File: config.mk
export PLATFORM = sky130hd
export DESIGN_NAME = spike_decoder
export DESIGN_NICKNAME = d
export VERILOG_FILES = /design/src/rtl/spike_decoder_pkg.sv /design/src/rtl/spike_counter_sat.sv /design/src/rtl/spike_decoder.sv
export SDC_FILE = /design/constraint.sdc
export NUM_CORES = 2
export LEC_CHECK = 0
export ABC_AREA = 0
export BUFFER_PORTS_ARGS = -buffer_cell sky130_fd_sc_hd__buf_2
export CAP_MARGIN = 25
export CORE_MARGIN = 2
export CORE_UTILIZATION = 46
export CTS_CLUSTER_DIAMETER = 80
export CTS_CLUSTER_SIZE = 40
export DETAILED_ROUTE_END_ITERATION = 8
export GPL_TIMING_DRIVEN = 0
export PLACE_DENSITY = 0.68
export SYNTH_ARGS = -nofsm -noshare
export SYNTH_HDL_FRONTEND = slang
export SYNTH_SLANG_ARGS = --single-unit
File: constraint.sdc
create_clock -name clk -period 5.3 [get_ports clk]
set_input_delay 0.265 -clock clk [delete_from_list [all_inputs] [get_ports clk]]
set_output_delay 0.265 -clock clk [all_outputs]
set_load 0.005 [all_outputs]
File: src/rtl/spike_decoder_pkg.sv
// spike_decoder_pkg: shared types and constants for the spike decoder.
//   state_t        - decoder FSM states (IDLE, COLLECT, SCAN, DONE)
//   calc_window()  - encoding window length in clk cycles
//   LABEL_W        - width of one class label nibble
//   NO_SPIKE_LABEL - label reported when no neuron fired
package spike_decoder_pkg;

  typedef enum logic [1:0] {
    IDLE    = 2'd0,
    COLLECT = 2'd1,
    SCAN    = 2'd2,
    DONE    = 2'd3
  } state_t;

  localparam int LABEL_W = 4;
  localparam logic [LABEL_W-1:0] NO_SPIKE_LABEL = 4'hF;

  // One window spans T_WINDOW encoded slots, each followed by ENCODE_TIME idle slots.
  function automatic int calc_window(input int t_window, input int encode_time);
    return t_window * (encode_time + 1);
  endfunction

endpackage

File: src/rtl/spike_counter_sat.sv
// spike_counter_sat: one saturating per-neuron spike counter.
// Ports:
//   clk, rst - clock, synchronous active-high reset
//   en       - global enable; counter holds when low
//   clr      - clear to zero (takes priority over inc)
//   inc      - add one, sticking at the all-ones value
//   cnt      - current count
module spike_counter_sat
  import spike_decoder_pkg::*;
#(
  parameter int CNT_W = 8
) (
  input  logic             clk,
  input  logic             rst,
  input  logic             en,
  input  logic             clr,
  input  logic             inc,
  output logic [CNT_W-1:0] cnt
);

  localparam logic [CNT_W-1:0] CNT_MAX = '1;

  function automatic logic [CNT_W-1:0] sat_inc(input logic [CNT_W-1:0] v);
    return (v == CNT_MAX) ? v : v + 1'b1;
  endfunction

  always_ff @(posedge clk) begin
    if (rst) begin
      cnt <= '0;
    end else if (en) begin
      if (clr) begin
        cnt <= '0;
      end else if (inc) begin
        cnt <= sat_inc(cnt);
      end
    end
  end

endmodule

File: src/rtl/spike_decoder.sv
// spike_decoder: counts the out_spike lines of N_NEURON excitatory neurons
// over one encoding window, then scans the counts for the argmax neuron.
// Ports:
//   clk, rst     - clock, synchronous active-high reset
//   en           - global enable; all state freezes when low
//   start        - begin a decode (accepted in IDLE only)
//   in_spikes    - one spike bit per neuron, bit i = neuron i
//   busy         - high while collecting or scanning
//   done         - high for the single DONE cycle (stretches while en is low)
//   winner_idx   - index of the highest-count neuron (ties -> lowest index)
//   winner_cnt   - count of the winning neuron
//   no_spike     - all counts were zero in the last decode
// Optional (macro SPIKE_DECODER_LABEL_EN):
//   label_map    - nibble i is the class label of neuron i
//   winner_label - label of the winner, NO_SPIKE_LABEL when nothing fired
module spike_decoder
  import spike_decoder_pkg::*;
#(
  parameter int N_NEURON    = 100,
  parameter int ENCODE_TIME = 23,
  parameter int T_WINDOW    = 250,
  parameter int CNT_W       = 8,
  parameter int IDX_W       = 7
) (
  input  logic                  clk,
  input  logic                  rst,
  input  logic                  en,
  input  logic                  start,
  input  logic [N_NEURON-1:0]   in_spikes,
  output logic                  busy,
  output logic                  done,
  output logic [IDX_W-1:0]      winner_idx,
  output logic [CNT_W-1:0]      winner_cnt,
  output logic                  no_spike
`ifdef SPIKE_DECODER_LABEL_EN
  ,
  input  logic [N_NEURON*4-1:0] label_map,
  output logic [LABEL_W-1:0]    winner_label
`endif
);

  localparam int WIN   = calc_window(T_WINDOW, ENCODE_TIME);
  localparam int WIN_W = (WIN > 1) ? $clog2(WIN) : 1;
  localparam logic [WIN_W-1:0] WIN_LAST = WIN_W'(WIN - 1);
  localparam logic [IDX_W-1:0] IDX_LAST = IDX_W'(N_NEURON - 1);

  state_t             state, state_nxt;
  logic [WIN_W-1:0]   win_cnt;
  logic [IDX_W-1:0]   scan_idx;
  logic [IDX_W-1:0]   best_idx;
  logic [CNT_W-1:0]   best_cnt;
  logic [IDX_W-1:0]   nxt_best_idx;
  logic [CNT_W-1:0]   nxt_best_cnt;
  logic [CNT_W-1:0]   cand_cnt;
  logic [CNT_W-1:0]   cnt_arr [N_NEURON];
  logic               start_acc;
  logic               collect;
  logic               win_last;
  logic               scan_last;

  assign start_acc = (state == IDLE) && start;
  assign collect   = (state == COLLECT);
  assign win_last  = (win_cnt == WIN_LAST);
  assign scan_last = (scan_idx == IDX_LAST);

  // Collect: per-neuron saturating counters, cleared on an accepted start.
  for (genvar i = 0; i < N_NEURON; i++) begin : g_cnt
    spike_counter_sat #(.CNT_W(CNT_W)) u_cnt (
      .clk (clk),
      .rst (rst),
      .en  (en),
      .clr (start_acc),
      .inc (collect && in_spikes[i]),
      .cnt (cnt_arr[i])
    );
  end

  always_ff @(posedge clk) begin
    if (rst) begin
      state <= IDLE;
    end else begin
      state <= state_nxt;
    end
  end

  always_comb begin
    state_nxt = state;
    busy      = 1'b0;
    done      = 1'b0;
    case (state)
      IDLE:    if (en && start) state_nxt = COLLECT;
      COLLECT: begin
        busy = 1'b1;
        if (en && win_last) state_nxt = SCAN;
      end
      SCAN:    begin
        busy = 1'b1;
        if (en && scan_last) state_nxt = DONE;
      end
      DONE:    begin
        done = 1'b1;
        if (en) state_nxt = IDLE;
      end
      default: state_nxt = IDLE;
    endcase
  end

  // Scan: index 0 seeds the running best; later indices replace it only on
  // strictly greater counts, so ties keep the lowest index.
  always_comb begin
    cand_cnt     = cnt_arr[scan_idx];
    nxt_best_idx = best_idx;
    nxt_best_cnt = best_cnt;
    if ((scan_idx == '0) || (cand_cnt > best_cnt)) begin
      nxt_best_idx = scan_idx;
      nxt_best_cnt = cand_cnt;
    end
  end

  always_ff @(posedge clk) begin
    if (en && (state == SCAN)) begin
      best_idx <= nxt_best_idx;
      best_cnt <= nxt_best_cnt;
    end
  end

  // Result: loaded on the last scan step so it is valid while done is high.
  always_ff @(posedge clk) begin
    if (rst) begin
      win_cnt      <= '0;
      scan_idx     <= '0;
      winner_idx   <= '0;
      winner_cnt   <= '0;
      no_spike     <= 1'b0;
`ifdef SPIKE_DECODER_LABEL_EN
      winner_label <= '0;
`endif
    end else if (en) begin
      case (state)
        IDLE: begin
          if (start) begin
            win_cnt  <= '0;
            scan_idx <= '0;
          end
        end
        COLLECT: win_cnt <= win_cnt + 1'b1;
        SCAN: begin
          scan_idx <= scan_idx + 1'b1;
          if (scan_last) begin
            winner_idx   <= nxt_best_idx;
            winner_cnt   <= nxt_best_cnt;
            no_spike     <= (nxt_best_cnt == '0);
`ifdef SPIKE_DECODER_LABEL_EN
            winner_label <= (nxt_best_cnt == '0) ? NO_SPIKE_LABEL
                          : label_map[nxt_best_idx*LABEL_W +: LABEL_W];
`endif
          end
        end
        default: ;
      endcase
    end
  end

endmodule

**Word level (Yosys, flattened, before mapping)**

Cells that the tools add are included.
W data, S select, Z words.

- Word-level logic and storage cells: 1055
- Bits in registers: 853
- Output and inout bits: 18
- Input port bits: 104

- Reduce and logical (&&, ||, !) cells: 316
- Order comparisons: 2
- Mux-type cells: 316
- Eq/ne operators: 210
- Add/subtract/negate cells: 102
- Bitwise logic cells: 1

Operators by type and width:

| operator | count |
|---|---|
| $mux W8 | 303 |
| $add A8 B1 Y8 const B | 100 |
| $eq A8 B8 Y1 const B | 100 |
| $reduce_and A3 Y1 | 103 |
| $ne A2 B2 Y1 const B | 102 |
| $reduce_bool A2 Y1 | 102 |
| $logic_and A1 B1 Y1 | 105 |
| $bmux W8 S7 | 1 |
| $pmux W13 S2 | 1 |
| $mux W7 | 2 |
| $pmux W7 S2 | 1 |
| $add A13 B1 Y13 const B | 1 |
| $eq A13 B13 Y1 const B | 1 |
| $mux W13 | 1 |
| $ge A8 B8 Y1 const B | 1 |
| $gt A8 B8 Y1 | 1 |
| $logic_not A8 Y1 | 1 |
| $mux W2 | 4 |
| $not A7 Y8 | 1 |
| $pmux W2 S4 | 1 |
| $add A7 B1 Y7 const B | 1 |
| $eq A7 B7 Y1 const B | 1 |
| $logic_not A7 Y1 | 1 |
| $ne A2 B1 Y1 const B | 3 |
| other kinds (7) | 9 |

**Depth between registers and ports, before layout**

- Depth after elaboration: 8
- Depth in mapped cells: 20
- Mapped depth without buffers: 15

**By module**

From an unflattened synthesis, not the netlist that was laid out.

- Cells, all modules: 5688
- Area total of the unflattened synthesis: 54089.4 µm²

By module, submodules not included:

| module | seq. area each (µm²) | area an instance (µm²) | instances | cells each |
|---|---|---|---|---|
| spike_counter_sat | 160.2 | 440.4 | 100 | 47 |
| spike_decoder | 1211.2 | 10047.1 | 1 | 988 |

**Least setup slack after synthesis**

OpenSTA, ideal clock, no wires.

- Path kind: register to register
- Start point: reg scan_idx[1]
- End point: reg no_spike
- Arrival time: 4091 ps
- Library setup time: 84 ps
- Period minus slack after synthesis: 4176 ps
- Path slack: 1124 ps
- Data required time: 5216 ps
- Buffers on the path: 5
- Stages on the path, launching flop included: 19
- Cell sequence: dfxtp_1 -> buf_6 -> buf_6 -> buf_4 -> buf_2 -> mux4_2 -> a221oi_1 -> o21ai_1 -> o21ai_0 -> a211oi_1 -> ha_1 -> a21o_1 -> a21o_1 -> a32o_1 -> a31oi_1 -> buf_2 -> mux2i_1 -> o2111ai_1 -> o31ai_2

- Word-level cells in the longest chain between the ends: 8
- Elaborated cells on any way between the ends: 11
- Those cells by class: order compare (1); eq/ne (1); mux (4); bitwise (1); reduce/logical (4)

Ends and longest elaborated chain:

| item | RTL line | text |
|---|---|---|
| start, declared | spike_decoder.sv:49 | `logic [IDX_W-1:0] scan_idx;` |
| start signal, assigned | spike_decoder.sv:148 | `scan_idx <= scan_idx + 1'b1;` |
| $not A7 Y8 (not written as such) | spike_decoder.sv:111 | `cand_cnt = cnt_arr[scan_idx];` |
| $bmux W8 S7 | spike_decoder.sv:111 |  |
| $mux W8 (not written as such) (2 in a row) | spike_decoder.sv:111 |  |
| $gt A8 B8 Y1 | spike_decoder.sv:114 | `if ((scan_idx == '0) \|\| (cand_cnt > best_cnt)) begin` |
| $logic_or A1 B1 Y1 | spike_decoder.sv:114 |  |
| $mux W8 | spike_decoder.sv:114 |  |
| $logic_not A8 Y1 | spike_decoder.sv:152 | `no_spike <= (nxt_best_cnt == '0);` |
| end signal, assigned | spike_decoder.sv:152 |  |
| end, declared | spike_decoder.sv:34 | `output logic no_spike` |

Several ways; a longest one is shown, not always the timed one. The select of a mux whose other input is x is not followed.
A chain may end at the register's enable or synchronous reset.

**Worst setup path in the final report**

- Start point: reg scan_idx[3]
- End point: reg no_spike

The elaborated chain is that of the path after synthesis.

==> reports/qor.txt <==
Starting Density -> 46.5%
global-route usage over all layers -> 41.1%
PnR worst setup slack -> -0.0572 ns
CTS HTree Levels -> 2
worst hold margin -> 0.0309 ns
clk_lat worst skew -> 0.71 ns
initial antenna violation count -> 13
CP Class -> reg -> reg
core box area -> 95200 µm²
Total Wirelength -> 208000 µm
M3 GR Usage -> 10.2%
Seq pwr share -> 45.7%
CTS tree -> built
fmax -> 0.187 GHz
Synth area leader -> dfxtp_1
Via Count -> 43300
WL per Instance -> 31.8 µm
Rel. slew slack -> 18.7%
Synth Area in XOR/XNOR -> 8.49%
Post-synth ARST share -> 0%
Worst R2R Setup Slack -> -0.06 ns
number of I/O pins -> 122
Worst Skew -> 0.0412 ns
fin nets -> 5450
Mapped Cells -> 5004
Tcrit/Tclk final -> 101%
TritonRoute pass-1 iters -> 7
pin count of the biggest net entering global routing -> 31
First DRT Iteration DRCs -> 6335
min cycle time layout -> 5.36 ns
Layout area overhead -> 11.7%
Die W -> 314 µm
Power Density -> 295 nW/µm²
CTS max path bufs -> 3
Arr. time, crit path -> 5.96 ns
number of global-route vias before repair -> 38000
status -> finished with violations
switch share -> 36.9%
GR Util met2 -> 58.2%
failing checks -> setup timing
Final GP Congestion -> 1.04
DRC violations left -> 0
Worst-path clk slew -> 0.11 ns
Compound-Gate Fraction of Synth Area -> 12.3%
Synth Net Count -> 5223
first-pass GRT wire length -> 286000 µm
Post-Synth Simple-Gate Area -> 23.3%
Cell Int Power -> 9210 µW
Crit Path Max Fanout -> 10
Slowest-stage cell, CP -> buf_1
Syn Std Cell Area -> 44300 µm²
number of max-cap violations -> 0
CP cell instances -> buf_4 > buf_4 > inv_2 > buf_1 > buf_8 > mux2i_1 > o2111ai_1 > o21ai_0 > a211oi_1 > ha_1 > and3_1 > nand4_1 > a32o_1 > a31oi_4 > buf_6 > mux2i_2 > o2111ai_1 > o31ai_2
Setup WS pre-CTS -> -1.27 ns
Max VDD drop -> 0.000232 V
Unique masters post-synth -> 73
Num CTS Buffers -> 47
share of the synthesized area in the top cell type -> 37.9%
FF+latch count, synth -> 853
layout cells sized above 1 -> 10.8%
crit end category -> flop
number of flops mapped to enable cells by yosys -> 15
grt ovf -> 0
Rows -> 113
sequential fraction of the synthesis area -> 38.9%
Final Max Slew Viols -> 0
Net Sw Power -> 5390 µW
CP Data Required Time -> 5.90 ns
predominant post-synthesis flop cell -> dfxtp_1
placed inst area -> 47200 µm²
Avg Synthesized Cell Area -> 8.85 µm²
GRT Max-Usage Layer -> met2
clock network fraction of design power -> 31.3%
Final setup viols -> 1
post-synthesis mux area share -> 11.0%
crit path launch type -> flop
cell area after layout -> 49500 µm²
adder-cell share of the synthesized area -> 3.25%
die area -> 98700 µm²
CTS Root Cell -> clkbuf_16
yosys warns -> 0
Non-Filler Instances -> 6539
clock sink count -> 853
leakage power -> 0.0176 µW
Gate power share -> 23.0%
Post-DP HPWL -> 157000 µm
synth top area cells -> dfxtp_1 38%, mux4_2 9.6%, xor2_1 7.6%, nor2_1 6.8%, nand2_1 4.5%
Worst Tran Pin Value -> 1.22 ns
Die Y -> 314 µm
RSZ-0062 raised after global routing -> false
final hold vios -> 0
max incr delay on CP -> 0.50 ns
Routed Antenna Nets -> 0
worst min path class -> in -> reg
Inst Count DP -> 6440
drt via density -> 6.63
GR Util met1 -> 54.8%
IO Port Bufs -> 120
largest family of logic cells by synthesized area -> simple AND/OR/NAND/NOR gates
-- routing by layer --
layer | up-vias | part of all wire [%]
met1 | 21000 | 38
met5 | - | 0.025
met2 | 2990 | 40
met3 | 656 | 13
li1 | 18700 | -
met4 | 8 | 8.2
-- kinds of logic after synthesis --
| logic type | Yosys count |
|---|---|
| and+or+nand+nor | 2219 |
| AOI/OAI and AO/OA | 874 |
| DFF | 853 |
| xor gates and xnor gates | 429 |
| buffers and inverters | 266 |
| muxes | 248 |
| adders and majority gates | 115 |
-- state kept, by name, summed over array words and instances (netlist names) --
register / count
winner_cnt: 8
win_cnt: 13
winner_idx: 7
best_cnt: 8
scan_idx: 7
no_spike: 1
g_cnt.u_cnt.cnt: 800
best_idx: 7
state: 2
-- cell usage after synthesis, types with 4 or more instances --
master	count
xor2_1	385
nand3_1	130
a22oi_1	37
nand2b_1	7
nand2_1	526
a211oi_1	13
nand4_1	279
mux4_2	189
o21ai_1	5
dfxtp_1	838
inv_1	25
edfxtp_1	15
xnor2_1	44
o211a_1	40
ha_1	115
a31oi_1	106
and3_1	112
a21oi_1	269
clkbuf_1	161
o211ai_1	95
nor2b_1	11
a32oi_1	46
nor2_1	797
o22ai_1	4
o2111ai_1	4
a21o_1	8
mux2i_1	43
a2111oi_0	4
buf_2	32
mux2_2	14
buf_4	14
o21ai_0	203
a31o_2	8
or3_1	189
buf_6	13
buf_1	18
a22o_1	7
a221oi_1	5
nor3_1	129
and2_1	16
-- metrics by stage --
stage | total power, µW | utilization [%] | TNS (ns)
detailed placement | 9920 | 49.6 | -27.96
global route | 14800 | 52.0 | 0
finish | 14600 | 52.0 | -0.0572
CTS | 14400 | 51.8 | 0
floorplan | 8120 | - | 0
global placement | 9640 | 48.8 | -40.96
-- worst paths after layout --
| path | start | to | cells past startpoint |
|---|---|---|---|
| worst min register to register | winner_cnt[5] | winner_cnt[5] | 2 |
| worst max-delay path | scan_idx[3] | no_spike | 18 |
| worst min-delay path | in_spikes[61] | g_cnt[61].u_cnt.cnt[1] | 4 |
| worst max register to register | scan_idx[3] | no_spike | 18 |
-- power groups by stage --
stage / Clock, µW / Sequential, µW / Combinational [µW]
floorplan: 0 / 6750 / 1370
global placement: 0 / 6800 / 2830
detailed placement: 0 / 6810 / 3110
CTS: 4560 / 6660 / 3150
global route: 4790 / 6680 / 3350
finish: 4570 / 6670 / 3360
-- critical path, delay by kind of cell, from the launching register on --
family,cells,cell delay (ns)
mux,2,0.41
buf+inv,6,1.94
fa+ha+maj,1,0.19
flops,1,0.31
simple gates,2,0.42
compound gates,7,1.95
-- layout by cell type, fill, tap and decap left out, types with 157 or more instances in the layout --
master and count:
nor2_1 796, mux4_2 189, or3_1 189, a21oi_1 267
nand4_1 279, clkbuf_1 157, o21ai_0 203, nand2_1 526
dfxtp_1 838, xor2_1 385
-- what timing repair did --
action | CTS | global route
setup buffers | 0 | 2
endpoints found under the hold margin | 1 | 0
gates resized for setup | 100 | 30
hold buffers | 1 | 0
pin swaps | 0 | 1
endpoints found under the setup margin | 31 | 15
-- area by class of cell --
class / instances / area (µm²)
fillers: 8935 / 45700
multi-input cells: 3885 / 25900
flip-flops and latches: 853 / 17200
well taps: 1265 / 1580
plain buffers: 239 / 1470
repair buffers: 178 / 1440
clock buffers: 48 / 1180
clock inverters: 40 / 498
inverters: 27 / 101
diodes: 4 / 10.0
Power figures use the tool's default switching activity.
